**config.mk**
```make
export PLATFORM = sky130hd
export DESIGN_NAME = nfc_pause_detect
export DESIGN_NICKNAME = d
export VERILOG_FILES = /design/src/rtl/nfc_pause_detect.sv
export SDC_FILE = /design/constraint.sdc
export NUM_CORES = 1
export LEC_CHECK = 0
export BUFFER_PORTS_ARGS = -buffer_cell sky130_fd_sc_hd__buf_2
export CELL_PAD_IN_SITES_DETAIL_PLACEMENT = 1
export CELL_PAD_IN_SITES_GLOBAL_PLACEMENT = 1
export CORE_ASPECT_RATIO = 0.75
export CORE_MARGIN = 4
export CORE_UTILIZATION = 30
export DETAILED_ROUTE_END_ITERATION = 10
export HOLD_SLACK_MARGIN = 0.1
export PLACE_DENSITY = 0.57
export SYNTH_ARGS = -nofsm -noshare
export SYNTH_HDL_FRONTEND = slang
export SYNTH_SLANG_ARGS = --single-unit
```
**constraint.sdc**
```tcl
create_clock -name clk -period 13.4 [get_ports clk]
set_input_delay 1.34 -clock clk [delete_from_list [all_inputs] [get_ports clk]]
set_output_delay 1.34 -clock clk [all_outputs]
set_load 0.03 [all_outputs]
```
**src/rtl/nfc_pause_detect.sv**
```systemverilog
// NFC reader pause detector: tracks the carrier envelope baseline and reports
// modulation pauses with hysteresis and a minimum run length on entry and exit.
module nfc_pause_detect #(
    parameter int DECAY_SHIFT  = 8,
    parameter int THRESH_SHIFT = 2,
    parameter int MIN_LEN      = 3
) (
    input  logic        clk,
    input  logic        rstn,
    input  logic        adc_data_en,
    input  logic [11:0] adc_data,
    output logic        pause,
    output logic        pause_start,
    output logic        pause_end,
    output logic [15:0] pause_len,
    output logic [11:0] baseline
);

    typedef enum logic [1:0] {
        ST_CARRIER,
        ST_ENTER,
        ST_PAUSE,
        ST_EXIT
    } state_t;

    localparam logic [7:0] MIN_CNT = 8'(MIN_LEN);

    state_t      state, state_nx;
    logic [7:0]  cnt, cnt_nx, cnt_inc;
    logic [15:0] len, len_nx, len_inc, len_exit;
    logic [16:0] exit_sum;
    logic [11:0] base_nx, low_th, high_th, decay_step, diff;
    logic        is_low, is_high;
    logic        pause_nx, start_nx, end_nx;
    logic [15:0] plen_nx;

    always_ff @(posedge clk or negedge rstn) begin
        if (!rstn) begin
            state       <= ST_CARRIER;
            cnt         <= 8'd0;
            len         <= 16'd0;
            baseline    <= 12'd0;
            pause       <= 1'b0;
            pause_start <= 1'b0;
            pause_end   <= 1'b0;
            pause_len   <= 16'd0;
        end else begin
            state       <= state_nx;
            cnt         <= cnt_nx;
            len         <= len_nx;
            baseline    <= base_nx;
            pause       <= pause_nx;
            pause_start <= start_nx;
            pause_end   <= end_nx;
            pause_len   <= plen_nx;
        end
    end

    always_comb begin
        low_th     = baseline - (baseline >> THRESH_SHIFT);
        high_th    = baseline - (baseline >> (THRESH_SHIFT + 1));
        is_low     = adc_data < low_th;
        is_high    = adc_data >= high_th;
        decay_step = baseline >> DECAY_SHIFT;
        if (decay_step == 12'd0) begin
            decay_step = 12'd1;
        end
        diff     = baseline - adc_data;
        cnt_inc  = cnt + 8'd1;
        len_inc  = (len == 16'hFFFF) ? len : len + 16'd1;
        // The non-high sample that cancels an exit run also counts as pause.
        exit_sum = {1'b0, len} + {9'd0, cnt} + 17'd1;
        len_exit = exit_sum[16] ? 16'hFFFF : exit_sum[15:0];

        state_nx = state;
        cnt_nx   = cnt;
        len_nx   = len;
        base_nx  = baseline;
        start_nx = 1'b0;
        end_nx   = 1'b0;
        plen_nx  = pause_len;

        if (adc_data_en) begin
            case (state)
                ST_CARRIER: begin
                    if (adc_data > baseline) begin
                        base_nx = adc_data;
                    end else if (diff <= decay_step) begin
                        base_nx = adc_data;
                    end else begin
                        base_nx = baseline - decay_step;
                    end
                    if (is_low) begin
                        cnt_nx = 8'd1;
                        len_nx = 16'd1;
                        if (MIN_LEN == 1) begin
                            state_nx = ST_PAUSE;
                            start_nx = 1'b1;
                        end else begin
                            state_nx = ST_ENTER;
                        end
                    end
                end
                ST_ENTER: begin
                    if (is_low) begin
                        cnt_nx = cnt_inc;
                        len_nx = len_inc;
                        if (cnt_inc == MIN_CNT) begin
                            state_nx = ST_PAUSE;
                            start_nx = 1'b1;
                        end
                    end else begin
                        state_nx = ST_CARRIER;
                    end
                end
                ST_PAUSE: begin
                    if (is_high) begin
                        cnt_nx = 8'd1;
                        if (MIN_LEN == 1) begin
                            state_nx = ST_CARRIER;
                            end_nx   = 1'b1;
                            plen_nx  = len;
                        end else begin
                            state_nx = ST_EXIT;
                        end
                    end else begin
                        len_nx = len_inc;
                    end
                end
                ST_EXIT: begin
                    if (is_high) begin
                        cnt_nx = cnt_inc;
                        if (cnt_inc == MIN_CNT) begin
                            state_nx = ST_CARRIER;
                            end_nx   = 1'b1;
                            plen_nx  = len;
                        end
                    end else begin
                        state_nx = ST_PAUSE;
                        len_nx   = len_exit;
                    end
                end
                default: begin
                    state_nx = ST_CARRIER;
                end
            endcase
        end

        pause_nx = (state_nx == ST_PAUSE) || (state_nx == ST_EXIT);
    end

endmodule

```
==> metrics.cfg, run 1 <==
[timing]
fin_setup_tns_ps=0
slew_violations=0
skew_ps=9.08
relSlewSlack=0.185
period_share=0.412
hold_violations=0
fmax_mhz=181
setup_viol_count_final=0
min_period_ps=5530
worst_pin_slew_ps=1210
rsz0062_at_grt=false

[min_path]
holdPathStages=2
min_path_type=register to register

[drt]
wl_mm=21.2
vias=5954
avgViaCountPerCell=5.66
ant_nets=0
drtIter0Drc=443
post-route-drc-count=0
firstDrtPassIters=5
wire_per_inst_microns=20.2

[layout]
area_delta_synth_final_pct=12.7
drive_gt1_frac=0.123
utilization=0.350
layout_commonest_cell=ha_1
nets=892
antenna_cells=0
final_cell_mix=ha_1, nor2_1, inv_1

[synth]
ys_async_sr_fraction=1.00
seq_area_frac_synth=0.233
postSynthCellCount=756
synth.area.top_cells=dfrtp_1, ha_1, o21ai_0, a21oi_1, nor2_1
synth_cell_types=74
synth-main-ff-cell=dfrtp_1
synth.largest_area_cell=dfrtp_1
synth_top_area_frac=0.233
synth_seq_cells=57
synthesis.nets=854
synth-edff-count=0
syn-cell-area_sq_um=6110
yosys_warnings=0
syn_area_per_cell_sq_um=8.08

[placed_design]
gp_congestion=0.847
hpwl_mm=16.4
port_buffers=45

[clocking]
clkLatencyLatePin_ps=330
cts_setup_buffers=0
cts-htree-levels=3
cts_sinks=57
numCtsBuffers=9
cts_tree=done
root_buffer=clkbuf_16
clock_path_buffers=2
cts_resized=0
hold_buffers=0
cts.clk_slew.worst_paths_ps=60

[power]
p_leak_nw=3.17
power.density_nw_per_um2=263
peakVddDrop_mv=0.0791

[status]
status=completed

[global_route]
grtUsageMet2=0.268
use_met1=0.295
busiest_layer=met1
grt_pass1_wl_mm=34.6
grt_max_degree=58
antenna_found_initial=0
grt_overflow=0
gr-usage-all-layers=0.185
grtUsageMet3=0.0287
first_global_vias=6082

[floorplanning]
fp-row-count=44
die-area_sq_um=22700
die_h_microns=132
floorplan.initialDensity=0.311
num_io_pins=46
die_w_microns=173
core_sq_um=19700

[critical_path]
start_kind=register
worstSetupPathType=register to register
critPathMaxFanout=21
cp-end-kind=register
worstPathArrival_ps=5730
worstRegToRegCells=16
required_ps=13610

[flow_run]
cap_viol_max_count=0

Yosys cell counts, types with 5 or more instances:
cell type,instances
nand3_1,29
a211oi_1,12
o21a_1,8
inv_1,64
nor3_1,19
ha_1,78
or2_2,6
nand2_1,41
o31ai_1,13
o22ai_1,9
xnor2_1,18
nand4_1,5
or3_1,8
o21ai_0,63
and2_1,6
a31oi_1,14
o311ai_0,5
fa_1,5
nand2b_1,10
o211ai_1,7
xor2_1,7
a21oi_1,56
nor2b_1,12
clkbuf_1,20
nor2_1,65
and3_1,9
dfrtp_1,57
a21o_1,13
mux2_2,12
or4_1,6
final cells by class:
class                   count  area [sq um]
clock inverters             5          55.1
repair buffers             50           263
well taps                 253           317
clock buffers              11           243
multi-input cells         611          4340
fillers                  2356         12800
inverters                  65           244
flip-flops and latches     57          1430
layer usage:
metal  wire (microns)  up-vias
met3              821        9
met4               96        0
met5                0        -
li1                 -     2887
met2             8630      109
met1            11700     2949
sequential cells by signal (all words and copies together), names as in the netlist:
name and flops:
pause 1, baseline 12, pause_len 16, len 16, state 2, pause_start 1
pause_end 1, cnt 8
critical path: stages (launching register included):
cell and delay (ps):
dfrtp_1 570, inv_1 240, ha_1 310, nor2b_1 120, o21ai_0 230, a21oi_1 160, o21ai_0 330, a21oi_1 150
o21ai_0 230, or4b_2 590, o311ai_0 130, ha_1 240, nor3_1 50, a21boi_1 160, o21ai_0 360, nand4_1 890
mux2_2 610
logic make-up after synthesis:
family          share of synthesized area
fa+ha+maj                           0.176
compound gates                      0.279
flops                               0.233
xor+xnor                           0.0358
simple gates                        0.194
buf+inv                            0.0561
mux                                0.0254
where the power goes:
| part | switching, mW | internal [mW] |
|---|---|---|
| Sequential | 0.0628 | 0.204 |
| Clock | 0.0879 | 0.148 |
| Combinational | 0.816 | 0.492 |
| Total | 0.966 | 0.845 |
per-stage QoR:
step                worst slack (ps)  instances  area (sq um)  hold slack [ps]  power, mW
floorplan                       8860        756          6110              498       1.20
global placement                8000       1036          6590              463       1.51
detailed placement              7890       1036          6590              473       1.56
CTS                             7850       1052          6890              486       1.81
global route                    7350       1052          6890              512       2.00
finish                          7870       1052          6890              482       1.81
final timing paths:
path / startpoint / slack, ps / end
worst max-delay path: baseline[4] / 7870 / pause_len[14]
worst min-delay path: pause_len[0] / 480 / pause_len[0]
worst max register to register: baseline[4] / 7870 / pause_len[14]
worst min register to register: pause_len[0] / 480 / pause_len[0]
max in group asynchronous: rstn / 11650 / len[7]
min in group asynchronous: rstn / 1190 / cnt[6]
(Power assumes the default switching activity.)
==> inputs of run 2 (changes only) <==
clock period = 5.66 ns   (was 13.4 ns; I/O delays follow)
==> run 2 against run 1 <==
Net effect: utilization grew 0.16 points; critical path type unchanged; worst setup slack worse by 7200 ps; largest cell class unchanged; critical path depth up 6; via count up 2.3%; clock power increased by 140%; die area is the same; combinational power up 140%; non-clock buffer count increased by 4; sequential share of layout area down 0.094 points; global-route usage grew 0.27 points; register-to-register slack got worse by 7200 ps.
==> metrics.cfg, run 2 (synthesis results as in run 1) <==
[min_path]
min_path_type=input port to async pin

[global_route]
grt_overflow=0
first_global_vias=6214
grt_pass1_wl_mm=34.9
grt_max_degree=58
antenna_found_initial=1
gr-usage-all-layers=0.188

[timing]
period_share=0.879
min_period_ps=4980
fin_setup_tns_ps=0
relSlewSlack=0.197
rsz0062_at_grt=false
hold_violations=0
setup_viol_count_final=0
skew_ps=3.51
worst_pin_slew_ps=1200
slew_violations=0
fmax_mhz=201

[drt]
wl_mm=21.4
wire_per_inst_microns=20.3
ant_nets=0
post-route-drc-count=0
avgViaCountPerCell=5.77
firstDrtPassIters=5
vias=6092
drtIter0Drc=519

[clocking]
cts_setup_buffers=0
cts_sinks=57
clkLatencyLatePin_ps=340
cts.clk_slew.worst_paths_ps=60
root_buffer=clkbuf_16
cts_tree=done
clock_path_buffers=2
cts-htree-levels=3
numCtsBuffers=9

[floorplanning]
die_h_microns=132
fp-row-count=44
core_sq_um=19700
die-area_sq_um=22700
num_io_pins=46
die_w_microns=173
floorplan.initialDensity=0.311

[critical_path]
r2r_setup_slack_ps=680
crit_path_start=baseline[0]
path_buf_inv=3
crit_path_frequent_cell=a21oi_1
required_ps=5850
worstPathArrival_ps=5160
cp-end-kind=register
rr_startpoint=baseline[0]
max_stage_delay_ps=400
worstSetupPathType=register to register
critPathMaxFanout=26
r2r-end=len[15]
cp_cell_sequence=inv_1 > ha_1 > inv_1 > fa_1 > a21o_1 > a21oi_1 > o21bai_1 > a21oi_1 > o21ai_0 > a21o_1 > a21oi_1 > xnor2_1 > ha_1 > a21oi_1 > nor3b_1 > o21ai_0 > o31ai_1 > buf_4 > o211ai_1 > a21o_2 > o21ai_0 > o311ai_0
worstRegToRegCells=22
crit_slowest_cell=fa_1
critPathTopFamily=compound AO/OA/AOI/OAI gates
start_kind=register

[placed_design]
port_buffers=45
placed_area_sq_um=6620
gp_congestion=0.831
place_inst=1040
hpwl_mm=16.6

[layout]
ff_latch_area_sq_um=1430
drive_gt1_frac=0.128
area_delta_synth_final_pct=13.3
final_cell_mix=ha_1, nor2_1, inv_1
fill_cells=2363
stdcell_area_sq_um=6920
layout_commonest_cell=ha_1
nets=896
layout.cells.non_filler=1056
antenna_cells=0
reg_top3=len: 16 flops, pause_len: 16 flops, baseline: 12 flops
multi_input_area_sq_um=4340

[status]
status=completed

[flow_run]
cap_viol_max_count=0

[power]
p_leak_nw=3.18
power.density_nw_per_um2=627
peakVddDrop_mv=0.181

## run 2: changes by cell type in the layout (fill, tap and decap cells not counted), sizes merged
cell | previous run | this run
buf | 50 | 54
## run 2: through the flow
step	worst slack (ps)	hold WS, ps	power (mW)	utilization
global route	182	464	4.82	0.352
CTS	502	444	4.35	0.352
finish	683	391	4.34	0.352
global placement	778	460	3.63	0.337
floorplan	1120	270	2.83	-
detailed placement	555	471	3.74	0.337
## run 2: report_power, final
| part | switching, mW | leakage, nW | internal (mW) |
|---|---|---|---|
| combinational | 1.95 | 2.29 | 1.20 |
| clock | 0.209 | 0.142 | 0.351 |
| sequential | 0.143 | 0.754 | 0.483 |
| total | 2.30 | 3.18 | 2.04 |
## run 2: worst max path at each step
| stage | endpoint | cells past startpoint | slack [ps] |
|---|---|---|---|
| 2_1_floorplan | len[9] | 21 | 1120 |
| 3_3_place_gp | len[15] | 22 | 780 |
| 3_5_place_dp | len[15] | 22 | 550 |
| 4_1_cts | len[15] | 22 | 500 |
| 5_1_grt | len[15] | 22 | 180 |
| 6_report | len[15] | 22 | 680 |
## run 2: layout make-up
| class | count | area share |
|---|---|---|
| flip-flops and latches | 57 | 0.206 |
| multi-input cells | 611 | 0.627 |
| clock inverters | 5 | 0.00796 |
| well taps | 253 | 0.0458 |
| repair buffers | 54 | 0.0423 |
| clock buffers | 11 | 0.0351 |
| inverters | 65 | 0.0353 |
## run 2: metal layers
metal / vias to the layer above / track usage / wire length [microns]
li1: 2891 / - / -
met1: 3042 / 0.293 / 11500
met2: 137 / 0.270 / 8600
met3: 20 / 0.0382 / 1140
met4: 2 / 0.0301 / 138
met5: - / 0 / 16
## run 2: timing repair
item,CTS,global route
gates resized for setup,0,1
hold buffers,0,0
endpoints found under the setup margin,0,3
